## config.mk

```make
export PLATFORM = sky130hd
export DESIGN_NAME = mux8_residue_extractor
export DESIGN_NICKNAME = d
export VERILOG_FILES = /design/src/rtl/mux8_residue_extractor_pkg.sv /design/src/rtl/mux8_residue_extractor_classifier.sv /design/src/rtl/mux8_residue_extractor.sv
export SDC_FILE = /design/constraint.sdc
export NUM_CORES = 1
export LEC_CHECK = 0
export ABC_AREA = 0
export BUFFER_PORTS_ARGS = -buffer_cell sky130_fd_sc_hd__buf_2
export CAP_MARGIN = 20
export CELL_PAD_IN_SITES_DETAIL_PLACEMENT = 0
export CELL_PAD_IN_SITES_GLOBAL_PLACEMENT = 1
export CORE_ASPECT_RATIO = 0.8
export CORE_UTILIZATION = 44
export CTS_CLUSTER_DIAMETER = 100
export DETAILED_ROUTE_END_ITERATION = 7
export PLACE_DENSITY = 0.78
export SLEW_MARGIN = 0
export SYNTH_ARGS = -nofsm -noshare
export SYNTH_HDL_FRONTEND = slang
export SYNTH_SLANG_ARGS = --single-unit
```

## constraint.sdc

```tcl
create_clock -name clk -period 5.4 [get_ports clk]
set_input_delay 0.81 -clock clk [delete_from_list [all_inputs] [get_ports clk]]
set_output_delay 0.81 -clock clk [all_outputs]
set_load 0.005 [all_outputs]
```

## src/rtl/mux8_residue_extractor_pkg.sv

```systemverilog
// Shared constants for the mux8 residue extractor: residue classes and canonical residue codes.
package mux_decomp_pkg;

  localparam int SEL_W_DEF = 3;

  localparam logic [2:0] CLS_ZERO  = 3'd0;
  localparam logic [2:0] CLS_ONE   = 3'd1;
  localparam logic [2:0] CLS_D     = 3'd2;
  localparam logic [2:0] CLS_D_N   = 3'd3;
  localparam logic [2:0] CLS_E     = 3'd4;
  localparam logic [2:0] CLS_E_N   = 3'd5;
  localparam logic [2:0] CLS_OTHER = 3'd6;

  // Residue bit i = f(d=i[1], e=i[0]), so d is high in the upper half and e on odd bits.
  localparam logic [3:0] CODE_ZERO = 4'h0;
  localparam logic [3:0] CODE_ONE  = 4'hF;
  localparam logic [3:0] CODE_D    = 4'hC;
  localparam logic [3:0] CODE_DN   = 4'h3;
  localparam logic [3:0] CODE_E    = 4'hA;
  localparam logic [3:0] CODE_EN   = 4'h5;

  function automatic int frame_bits(input int sel_w);
    return 1 << (sel_w + 2);
  endfunction

  function automatic int num_residues(input int sel_w);
    return 1 << sel_w;
  endfunction

endpackage

```

## src/rtl/mux8_residue_extractor_classifier.sv

```systemverilog
// Maps a 4-bit residue truth table over (d,e) to the literal it can be wired as.
module residue_classifier
  import mux_decomp_pkg::*;
(
  input  logic [3:0] code,
  output logic [2:0] cls
);

  always_comb begin
    cls = CLS_OTHER;
    case (code)
      CODE_ZERO: cls = CLS_ZERO;
      CODE_ONE:  cls = CLS_ONE;
      CODE_D:    cls = CLS_D;
      CODE_DN:   cls = CLS_D_N;
      CODE_E:    cls = CLS_E;
      CODE_EN:   cls = CLS_E_N;
      default:   cls = CLS_OTHER;
    endcase
  end

endmodule

```

## src/rtl/mux8_residue_extractor.sv

```systemverilog
// Collects a serial 32-bit truth table and emits one classified (d,e) residue per mux select value.
module mux8_residue_extractor
  import mux_decomp_pkg::*;
#(
  parameter int SEL_W = SEL_W_DEF
) (
  input  logic             clk,
  input  logic             rst,
  input  logic             in_valid,
  output logic             in_ready,
  input  logic             in_bit,
  input  logic             in_last,
  output logic             out_valid,
  input  logic             out_ready,
  output logic [SEL_W-1:0] out_sel,
  output logic [3:0]       out_code,
  output logic [2:0]       out_class,
  output logic             out_last,
  output logic             done,
  output logic             err,
  input  logic             err_clr
);

  localparam int CNT_W = SEL_W + 2;
  localparam logic [CNT_W-1:0] CNT_MAX = '1;

  logic [CNT_W-1:0] cnt;
  logic [2:0]       grp;
  logic             accept;
  logic             grp_end;
  logic             frame_end;
  logic             short_frame;
  logic             missing_last;
  logic             emit;
  logic [3:0]       next_code;
  logic [2:0]       next_class;

  // A completed group can only load when the output register is free, so the
  // stall decision uses registered state alone.
  assign in_ready     = !(out_valid && (cnt[1:0] == 2'd3));
  assign accept       = in_valid && in_ready;
  assign grp_end      = (cnt[1:0] == 2'd3);
  assign frame_end    = (cnt == CNT_MAX);
  assign short_frame  = accept && in_last && !frame_end;
  assign missing_last = accept && !in_last && frame_end;
  assign emit         = accept && grp_end && !short_frame;
  assign next_code    = {in_bit, grp};

  residue_classifier u_classifier (
    .code (next_code),
    .cls  (next_class)
  );

  always_ff @(posedge clk or posedge rst) begin
    if (rst) begin
      cnt       <= '0;
      grp       <= '0;
      out_valid <= 1'b0;
      out_sel   <= '0;
      out_code  <= '0;
      out_class <= '0;
      out_last  <= 1'b0;
      done      <= 1'b0;
      err       <= 1'b0;
    end else begin
      done <= out_valid && out_ready && out_last;

      if (short_frame || missing_last) begin
        err <= 1'b1;
      end else if (err_clr) begin
        err <= 1'b0;
      end

      // A premature in_last drops the partial frame and realigns to m=0.
      if (short_frame) begin
        cnt <= '0;
        grp <= '0;
      end else if (accept) begin
        cnt <= cnt + 1'b1;
        case (cnt[1:0])
          2'd0:    grp[0] <= in_bit;
          2'd1:    grp[1] <= in_bit;
          2'd2:    grp[2] <= in_bit;
          default: ;
        endcase
      end

      if (emit) begin
        out_valid <= 1'b1;
        out_sel   <= cnt[CNT_W-1:2];
        out_code  <= next_code;
        out_class <= next_class;
        out_last  <= &cnt[CNT_W-1:2];
      end else if (out_ready) begin
        out_valid <= 1'b0;
      end
    end
  end

endmodule
```

==> results.ini <==
[route]
drtIter0Drc = 39
dr.pass1.iters = 8
dr_wl_met2_um = 812
route.detailed.drc = 4
wirelength_met1_um = 1071
met3_length_um = 107
vias = 743
top_layer = met4
vias_per_cell = 5.345
wl_per_cell_um = 14.50
drt-total-wl_um = 2015
ant_nets = 0

[clocking]
numCtsBuffers = 3
cts_max_path_buffers = 2
cts_setup_buffers = 0
clock_sinks = 22
ctsResizeCount = 0
clk_pin_slew_ns = 0.13
clock_latency_ns = 0.31
clock-root-buffer = clkbuf_4
h-tree-depth = 1
cts_tree = yes
hold_buffers = 0

[timing]
drv_slew = 0
fin_skew_ns = 0.003379
period_share_pct = 40.14
hold_viol = 0
slew_headroom_pct = 44.04
rsz0062_at_grt = no
setup_slack_ns = 3.233
setup_viol = 0
fmax_mhz = 461.4
fin_crit_ns = 2.167
worst_slew_pin_slew_ns = 0.8384
fin_setup_tns_ns = 0

[synth]
synth-xor-area-share_pct = 4.089
yosysSeqAreaShare_pct = 51.40
ys_types = 29
synthMuxAreaShare_pct = 9.112
synth_simple_gate_area_share_pct = 11.92
synth_top_family_by_area = compound AO/OA/AOI/OAI gates
synth.avg_cell_area_sq_um = 11.52
ys_warn_count = 0
ys_seq_elements = 22
syn-num-nets = 105
synth_adder_area_share_pct = 5.841
synth_compound_area_share_pct = 12.97
synth_top_area_share_pct = 51.40
synthCells = 93
yosys-top-cells-area = dfrtp_1 51%, mux2_4 7.0%, ha_1 5.8%
synth_area_sq_um = 1071
yosys.area.top_type = dfrtp_1

[setup_path]
worstPathRequired_ns = 5.61
end_kind = flip-flop
crit_type = flip-flop to flip-flop
path_max_fanout = 12
rr_startpoint = cnt[1]
arrival_ns = 2.38
reg2reg_slack_ns = 3.23
reg2reg_depth = 6
cp-start-kind = flip-flop
reg2reg_to = out_sel[0]

[floorplan]
rows = 15
io_pins = 22
core_area_sq_um = 2233
fp.dieArea_sq_um = 2637
die_w_um = 57.16
start_util_pct = 47.96
dieHeight_um = 46.13

[finish]
mostFrequentLayoutCells = 22 x dfrtp_1, 21 x buf_2, 7 x o21ai_0, 7 x nand3_1, 7 x inv_1
final_cells = 139
final_layout_size_suffix_gt1_share_pct = 30.70
syn2layout_area_growth_pct = 15.42
n_antenna_cell = 0
fin_area_sq_um = 1236
layout_commonest_cell = dfrtp_1
fin_nets = 127

[place]
dp_cells = 135
dpl.hpwl_um = 1436
dp_slack_ns = 3.269
placed_area_sq_um = 1184
port_buffers = 21
gp_congestion = 0.7340

[power_and_ir_drop]
total_power_uw = 425.2
vdd_drop_max_v = 0.0001665
cellPowerDensity_nw_per_um2 = 344.0
leakage_nw = 0.6408

[global_routing]
grt_overflow = 0
first_global_vias = 652
grt_max_degree = 23
antenna_found_initial = 0
grt_pass1_wl_um = 3249
track_usage_pct = 17.25

[outcome]
violations = design-rule violations
status = finished with violations

[worst_hold_path]
worstHoldStart = out_sel[1]
min_path_cells = 1
holdPathEnd = out_sel[1]
worstHoldPathType = flip-flop to flip-flop

[job]
maxCapViolCount = 0

## power breakdown
group | total [mW] | switching (mW) | internal [mW]
Combinational | 0.0832 | 0.0382 | 0.0450
Sequential | 0.215 | 0.0217 | 0.193
Clock | 0.127 | 0.0520 | 0.0751
## flip-flops by register name (all words and copies together), names as in the netlist
signal / flops
grp: 3
done: 1
cnt: 5
out_valid: 1
err: 1
out_last: 1
out_class: 3
out_sel: 3
out_code: 4
## worst max path at each step
stage            from           to  slack, ns  cells past startpoint
2_1_floorplan  cnt[0]  out_code[1]       3.39                      8
3_3_place_gp   cnt[0]   out_sel[1]       3.38                      6
3_5_place_dp   cnt[0]   out_sel[0]       3.27                      6
4_1_cts        cnt[0]   out_sel[0]       3.24                      6
5_1_grt        cnt[1]   out_sel[0]       3.11                      6
6_report       cnt[1]   out_sel[0]       3.23                      6
## metal layers
layer  up-vias  track usage, %
met2        21           24.00
met5         -               0
li1        368               -
met4         0           5.854
met1       352           25.13
met3         2           5.618
## kinds of logic (layout without fill, tap and decap cells)
logic type / Yosys count / after routing
buffers and inverters: 11 / 32
and+or+nand+nor: 22 / 22
muxes: 7 / 7
DFF: 22 / 22
xor gates and xnor gates: 5 / 5
adders and majority gates: 5 / 5
AOI/OAI and AO/OA: 21 / 21
## through the flow
step | utilization [%] | hold slack [ns]
after floorplan | - | 0.4780
after global placement | 53.00 | 0.4875
after detailed placement | 53.00 | 0.4928
after CTS | 55.35 | 0.5306
after global routing | 55.35 | 0.5495
final | 55.35 | 0.5304
## cells in the mapped netlist
cell type	number
and3b_4	1
clkbuf_2	1
a21oi_1	3
and3_1	3
inv_1	7
mux2_2	2
a21bo_2	1
a21o_1	1
or4_1	1
buf_6	1
o22ai_1	2
ha_1	5
nor2_1	1
buf_1	1
mux2_4	5
nand3_1	7
a22o_1	1
nand2_1	4
o21ai_0	7
nor2b_1	2
dfrtp_1	22
clkbuf_1	1
nand2b_1	1
a21boi_1	1
and2_4	1
xnor2_1	5
nor3b_1	1
a32o_1	3
a31oi_1	2
## area by class of cell
class / count / area, sq um
fillers: 197 / 997.2
clock inverters: 1 / 30.03
multi-input cells: 60 / 470.5
well taps: 25 / 31.28
clock buffers: 3 / 22.52
repair buffers: 21 / 105.1
flip-flops and latches: 22 / 550.5
inverters: 7 / 26.28
## worst max-delay path, cell delays in order, from the launching register on
cell      delay (ns)
dfrtp_1         0.42
ha_1            0.29
and3_1          0.19
ha_1            0.19
nand2b_1        0.29
and2_4          0.32
mux2_2          0.36
Power figures use the tool's default switching activity.
